File: src/rtl/approx_adder_error_profiler.sv
// rtl/approx_adder_error_profiler.sv - exhaustive error-statistics sweep for an approximate adder under test
// Drives every operand pair, compares the returned sum with the exact sum and accumulates statistics.
module approx_adder_error_profiler #(
  parameter int WIDTH = 8,
  parameter int CNT_W = 2*WIDTH+1,
  parameter int SUM_W = 3*WIDTH+1
) (
  input  logic             clk,
  input  logic             rst,
  input  logic             start,
  input  logic             hold,
  output logic [WIDTH-1:0] dut_in1,
  output logic [WIDTH-1:0] dut_in2,
  input  logic [WIDTH:0]   dut_out,
  output logic             busy,
  output logic             done,
  output logic [CNT_W-1:0] err_count,
  output logic [WIDTH:0]   max_abs_err,
  output logic [WIDTH-1:0] worst_in1,
  output logic [WIDTH-1:0] worst_in2,
  output logic [SUM_W-1:0] sum_abs_err
);

  localparam logic [1:0] S_IDLE = 2'd0;
  localparam logic [1:0] S_RUN  = 2'd1;
  localparam logic [1:0] S_DONE = 2'd2;

  logic [1:0]         state;
  logic [WIDTH:0]     exact;
  logic [WIDTH+1:0]   diff;
  logic [WIDTH+1:0]   diff_neg;
  logic [WIDTH:0]     abs_err;
  logic [2*WIDTH-1:0] pair;
  logic [2*WIDTH-1:0] pair_next;
  logic               last_pair;

  assign pair      = {dut_in1, dut_in2};
  assign pair_next = pair + {{(2*WIDTH-1){1'b0}}, 1'b1};
  assign last_pair = &pair;
  assign busy      = (state == S_RUN);
  assign done      = (state == S_DONE);

  // One extra sign bit keeps the difference from wrapping; its magnitude always fits WIDTH+1 bits.
  always_comb begin
    exact    = {1'b0, dut_in1} + {1'b0, dut_in2};
    diff     = {1'b0, dut_out} - {1'b0, exact};
    diff_neg = -diff;
    abs_err  = diff[WIDTH+1] ? diff_neg[WIDTH:0] : diff[WIDTH:0];
  end

  always_ff @(posedge clk) begin
    if (rst) begin
      state       <= S_IDLE;
      dut_in1     <= '0;
      dut_in2     <= '0;
      err_count   <= '0;
      max_abs_err <= '0;
      worst_in1   <= '0;
      worst_in2   <= '0;
      sum_abs_err <= '0;
    end else begin
      case (state)
        S_IDLE, S_DONE: begin
          if (start) begin
            state       <= S_RUN;
            dut_in1     <= '0;
            dut_in2     <= '0;
            err_count   <= '0;
            max_abs_err <= '0;
            worst_in1   <= '0;
            worst_in2   <= '0;
            sum_abs_err <= '0;
          end
        end
        S_RUN: begin
          if (!hold) begin
            if (abs_err != '0)
              err_count <= err_count + {{(CNT_W-1){1'b0}}, 1'b1};
            sum_abs_err <= sum_abs_err + {{(SUM_W-WIDTH-1){1'b0}}, abs_err};
            // Strict compare: the earliest pair reaching the maximum is kept.
            if (abs_err > max_abs_err) begin
              max_abs_err <= abs_err;
              worst_in1   <= dut_in1;
              worst_in2   <= dut_in2;
            end
            {dut_in1, dut_in2} <= pair_next;
            if (last_pair)
              state <= S_DONE;
          end
        end
        default: state <= S_IDLE;
      endcase
    end
  end

endmodule

File: config.mk
export PLATFORM = sky130hd
export DESIGN_NAME = approx_adder_error_profiler
export DESIGN_NICKNAME = d
export VERILOG_FILES = /design/src/rtl/approx_adder_error_profiler.sv
export SDC_FILE = /design/constraint.sdc
export NUM_CORES = 1
export LEC_CHECK = 0
export BUFFER_PORTS_ARGS = -buffer_cell sky130_fd_sc_hd__buf_2
export CAP_MARGIN = 20
export CORE_ASPECT_RATIO = 0.8
export CORE_MARGIN = 2
export CORE_UTILIZATION = 52
export CTS_BUF_LIST = sky130_fd_sc_hd__clkbuf_8
export DETAILED_ROUTE_END_ITERATION = 12
export PLACE_DENSITY_LB_ADDON = 0.05
export SKIP_LAST_GASP = 1
export SYNTH_ARGS = -nofsm -noshare
export SYNTH_HDL_FRONTEND = slang
export SYNTH_SLANG_ARGS = --single-unit
export TNS_END_PERCENT = 50
File: constraint.sdc
create_clock -name clk -period 5.1 [get_ports clk]
set_clock_uncertainty 0.1 [all_clocks]
set_input_delay 0.765 -clock clk [delete_from_list [all_inputs] [get_ports clk]]
set_output_delay 0.765 -clock clk [all_outputs]
set_load 0.005 [all_outputs]
-- After elaboration in Yosys (flattened, before gate mapping)
Index checks and enable logic that the tools add are counted.
- input bits: 13
- output and inout port bits: 85
- flip-flop bits (word level): 85
- logic and storage cells: 58
- muxes and demuxes: 27
- $add $sub $neg: 6
- magnitude comparators: 1
- eq/ne operators: 7
- reduce and logical (&&, ||, !) cells: 9
- operators with widths (operator ; count):
    $pmux 8 s2 ; 4
    $mux 8 ; 7
    $mux 17 ; 3
    $mux 25 ; 2
    $pmux 25 s2 ; 1
    $mux 9 ; 4
    $pmux 17 s2 ; 1
    $add 25x9->25 ; 1
    $pmux 9 s2 ; 1
    $add 17x1->17 const B ; 1
    $add 16x1->16 const B ; 1
    $reduce_and 16->1 ; 1
    $sub 9x9->10 ; 1
    $add 8x8->9 ; 1
    $gt 9x9->1 ; 1
    $neg 9->9 ; 1
    $reduce_bool 9->1 ; 1
    $reduce_and 4->1 ; 2
    $mux 2 ; 3
    $ne 2x1->1 const B ; 3
    $reduce_and 3->1 ; 2
    $ne 2x2->1 const B ; 2
    $pmux 2 s2 ; 1
    $eq 2x1->1 const B ; 1
    4 further kinds ; 4

-- Longest topological paths before layout
- depth after elaboration: 8
- mapped depth: 21
- gate-level depth less buffers: 19

-- Least setup slack after synthesis
OpenSTA, ideal clock, no wires.
- kind: input to register
- start point: in dut_out[2]
- end point: reg sum_abs_err[12]
- data required time: 4872 ps
- data arrival time: 4593 ps
- slack: 280 ps
- cell stages on the path: 19
- buffers on the path: 2
- library setup time: 128 ps
- cells stage by stage: fa_1 ha_1 buf_6 a21oi_2 a211oi_1 or3_4 clkbuf_1 mux2_2 inv_1 fa_1 nor2b_1 o21ai_0 a21boi_0 o21ai_0 a21boi_0 o2111a_1 o2111ai_1 xor2_1 nor2_1
- cells in the longest elaborated chain, start to end: 6
- ends and longest elaborated chain (element ; line ; source):
    from (decl) ; 14 ; input logic [WIDTH:0] dut_out,
    $sub 9x9->10 (*) ; 46 ; diff = {1'b0, dut_out} - {1'b0, exact};
    $neg 9->9 ; 47 ; diff_neg = -diff;
    $mux 9 (*) ; 48 ; abs_err = diff[WIDTH+1] ? diff_neg[WIDTH:0] : diff[WIDTH:0];
    $add 25x9->25 (*) ; 79 ; sum_abs_err <= sum_abs_err + {{(SUM_W-WIDTH-1){1'b0}}, abs_err};
    $mux 25 (*) ; 76 ; if (!hold) begin
    $pmux 25 s2 (*) ; 62 ; case (state)
    to (signal assigned) ; 79 ;
    to (decl) ; 21 ; output logic [SUM_W-1:0] sum_abs_err
Mark *: on every way between the ends. The rest lies on a longest branch, timed or not. The select of a mux whose other input is x is not followed.
A chain may end at the register's enable or synchronous reset.

-- Worst setup path in the final report
- start point: reg dut_in2[2]
- end point: reg sum_abs_err[19]
- cells in the longest elaborated chain, start to end: 7
- ends and longest elaborated chain (element ; line ; source):
    from (decl) ; 13 ; output logic [WIDTH-1:0] dut_in2,
    from (signal assigned) ; 86 ; {dut_in1, dut_in2} <= pair_next;
    $add 8x8->9 (*) ; 45 ; exact = {1'b0, dut_in1} + {1'b0, dut_in2};
    $sub 9x9->10 (*) ; 46 ;
    $neg 9->9 ; 47 ;
    $mux 9 (*) ; 48 ;
    $add 25x9->25 (*) ; 79 ;
    $mux 25 (*) ; 76 ;
    $pmux 25 s2 (*) ; 62 ;
Marked as above.

==> impl_metrics.env <==
export IMPL_outcome="complete, no violations"
export IMPL_synth_area_leaders="dfxtp_1, ha_1, nor2_1"
export IMPL_yosysWarnings=0
export IMPL_ant_nets=0
export IMPL_syn_area_per_cell_um2=8.51
export IMPL_synth_edff_count=0
export IMPL_setup_worst_path_class="reg -> reg"
export IMPL_post_cts_setup_buffers=0
export IMPL_endpoint_kind="register"
export IMPL_start_kind="register"
export IMPL_cts_buffers=9
export IMPL_ys_seq_area_share_pct=33.4
export IMPL_ys_seq_elements=85
export IMPL_cts_tree="yes"
export IMPL_rows=32
export IMPL_drive_above_1_share_pct=22.3
export IMPL_setup_tns_final_ns=0
export IMPL_place_ws_ns=-0.0201
export IMPL_rsz0062_at_grt="no"
export IMPL_dieArea_um2=10600
export IMPL_worstMarginPinSlew_ns=1.08
export IMPL_drt_drc_violations_left=0
export IMPL_dieHeight_um=92.5
export IMPL_crit_fanout=8
export IMPL_worstHoldStart="err_count[10]"
export IMPL_final_nets=759
export IMPL_whs_endpoint="err_count[10]"
export IMPL_relSlewSlack_pct=27.8
export IMPL_initialDrtViolationCount=327
export IMPL_vias=4780
export IMPL_synth_fp_nets=655
export IMPL_timing_rr_start="dut_in2[2]"
export IMPL_required_ns=5.27
export IMPL_hp_class="reg -> reg"
export IMPL_ctsHoldBuffers=0
export IMPL_gp_congestion=0.948
export IMPL_area_growth_pct=17.2
export IMPL_grt_pass1_vias=4478
export IMPL_clock_latency_ns=0.38
export IMPL_setup_slack_ns=0.276
export IMPL_period_minus_slack_ns=4.82
export IMPL_maxCapViolations=0
export IMPL_track_usage_pct=26.8
export IMPL_powerDensity_nw_per_um2=248
export IMPL_critPathBufInv=2
export IMPL_clk_pin_slew_ns=0.09
export IMPL_yosys_area_top_type="dfxtp_1"
export IMPL_ios=98
export IMPL_clock_path_buffers=2
export IMPL_crit_path_top_delay_cell="dfxtp_1"
export IMPL_routed_wl_um=13800
export IMPL_whs_path_depth=2
export IMPL_fmax_mhz=207
export IMPL_cp_arrival_ns=4.99
export IMPL_antennaDiodeCount=0
export IMPL_synthCells=599
export IMPL_synth_flop_cell="dfxtp_1"
export IMPL_finalPower_w=0.00148
export IMPL_grt_pass1_wl_um=22500
export IMPL_grt_max_degree=46
export IMPL_drv_slew=0
export IMPL_wl_per_cell_um=16.7
export IMPL_cts_sinks=85
export IMPL_grt_overflow=0
export IMPL_viasPerCell=5.78
export IMPL_die_width_um=115
export IMPL_htreeDepth=3
export IMPL_leakage_nw=2.51
export IMPL_final_common_cell="buf_2"
export IMPL_ys_async_sr_fraction_pct=0
export IMPL_slowest_delay_ns=0.51
export IMPL_root_buffer="clkbuf_8"
export IMPL_path_cells="inv_1 -> fa_1 -> ha_1 -> a21oi_2 -> a211oi_1 -> or3_4 -> mux2_2 -> buf_4 -> ha_1 -> a21o_1 -> a21oi_1 -> o21ai_0 -> a21oi_1 -> o21ai_0 -> a31o_2 -> nand4b_1 -> xor2_1 -> nor2_1"
export IMPL_period_share_pct=94.6
export IMPL_finalSetupViolCount=0
export IMPL_final_area_um2=5970
export IMPL_hold_viol=0
export IMPL_syn_area_um2=5100
export IMPL_ir_worst_vdd_uv=176
export IMPL_port_buffers=97
export IMPL_rr_worst_depth=18
export IMPL_crit_family="compound AO/OA/AOI/OAI gates"
export IMPL_worst_r2r_setup_slack_ns=0.28
export IMPL_final_cell_mix="buf_2, nor2_1, dfxtp_1"
export IMPL_post_dp_cell_area_um2=5790
export IMPL_initial_core_util_pct=53.3
export IMPL_dpl_hpwl_um=10200
export IMPL_worstReg2RegEnd="sum_abs_err[19]"
export IMPL_synth_top_area_share_pct=33.4
export IMPL_ys_types=63
export IMPL_post_cts_resized=0
export IMPL_grt_antenna_before_repair=0
export IMPL_drt_first_pass_iters=5
export IMPL_fin_util_pct=62.4
export IMPL_core_um2=9570
## metal layers
metal	vias to the layer above	global-route usage, %	wire, um
met5	-	0	0
met4	0	7.01	144
met3	15	5.56	663
met2	141	41.4	6180
met1	2268	38.2	6790
li1	2356	-	-
## final cells by class
type | instances | area (um2)
fill | 858 | 3600
timing repair buffer | 118 | 668
inverter | 37 | 139
sequential | 85 | 1700
clock inverter | 6 | 45.0
clock buffer | 10 | 138
multi-input combinational | 452 | 3130
tap | 119 | 149
## kinds of logic (layout without fill, tap and decap cells)
kind of cell,after synthesis,after routing,synth area share [%]
AOI/OAI and AO/OA,131,131,18.7
xor gates and xnor gates,44,44,7.56
DFF,85,85,33.4
and+or+nand+nor,231,231,22.7
buffers and inverters,62,171,5.20
muxes,3,3,0.614
adders and majority gates,43,43,11.9
## through the flow
step | hold slack, ns | std cells
6_report | 0.394 | 827
5_1_grt | 0.423 | 827
4_1_cts | 0.394 | 827
3_5_place_dp | 0.380 | 811
3_3_place_gp | 0.377 | 811
2_1_floorplan | 0.377 | 599
## Yosys cell counts, types with 3 or more instances
library cell and instances:
a211o_1 3, a211oi_1 4, a21o_1 6, a21oi_1 18, a21oi_2 6, a22oi_1 32, and3_1 6, clkbuf_1 19
dfxtp_1 85, fa_1 9, ha_1 34, inv_1 37, nand2_1 35, nand2b_1 4, nand3_1 16, nand4_1 17
nand4b_1 3, nor2_1 92, nor2b_1 5, nor3_1 8, nor4_1 6, o2111ai_1 4, o211ai_1 11, o21a_1 5
o21ai_0 15, o21ai_2 5, or2_2 3, or3_1 16, or4_1 8, xnor2_1 19, xor2_1 25
## worst max-delay path by stage
stage,start,to,slack (ns),cells after the start
floorplan,dut_out[2],sum_abs_err[12],0.28,19
global placement,dut_out[6],sum_abs_err[24],0.14,18
detailed placement,dut_out[0],sum_abs_err[12],-0.02,19
CTS,dut_in2[2],sum_abs_err[12],0.20,18
global route,dut_in2[2],sum_abs_err[12],0.04,18
finish,dut_in2[2],sum_abs_err[19],0.28,18
## worst min-delay path: cells and delay by family, from the launching register on
family	cells	cell delay [ns]
AOI/OAI and AO/OA	2	0.11
DFF	1	0.35
## flip-flops by register name, summed over array words and instances, names as in the netlist
signal / count
worst_in2: 8
dut_in2: 8
dut_in1: 8
err_count: 17
sum_abs_err: 25
worst_in1: 8
max_abs_err: 9
state: 2
## power breakdown
part	internal (W)	total (W)	switching (W)
combinational	0.000137	0.000338	0.000201
sequential	0.000674	0.000685	0.0000113
clock	0.000194	0.000458	0.000264
Power figures use the tool's default switching activity.
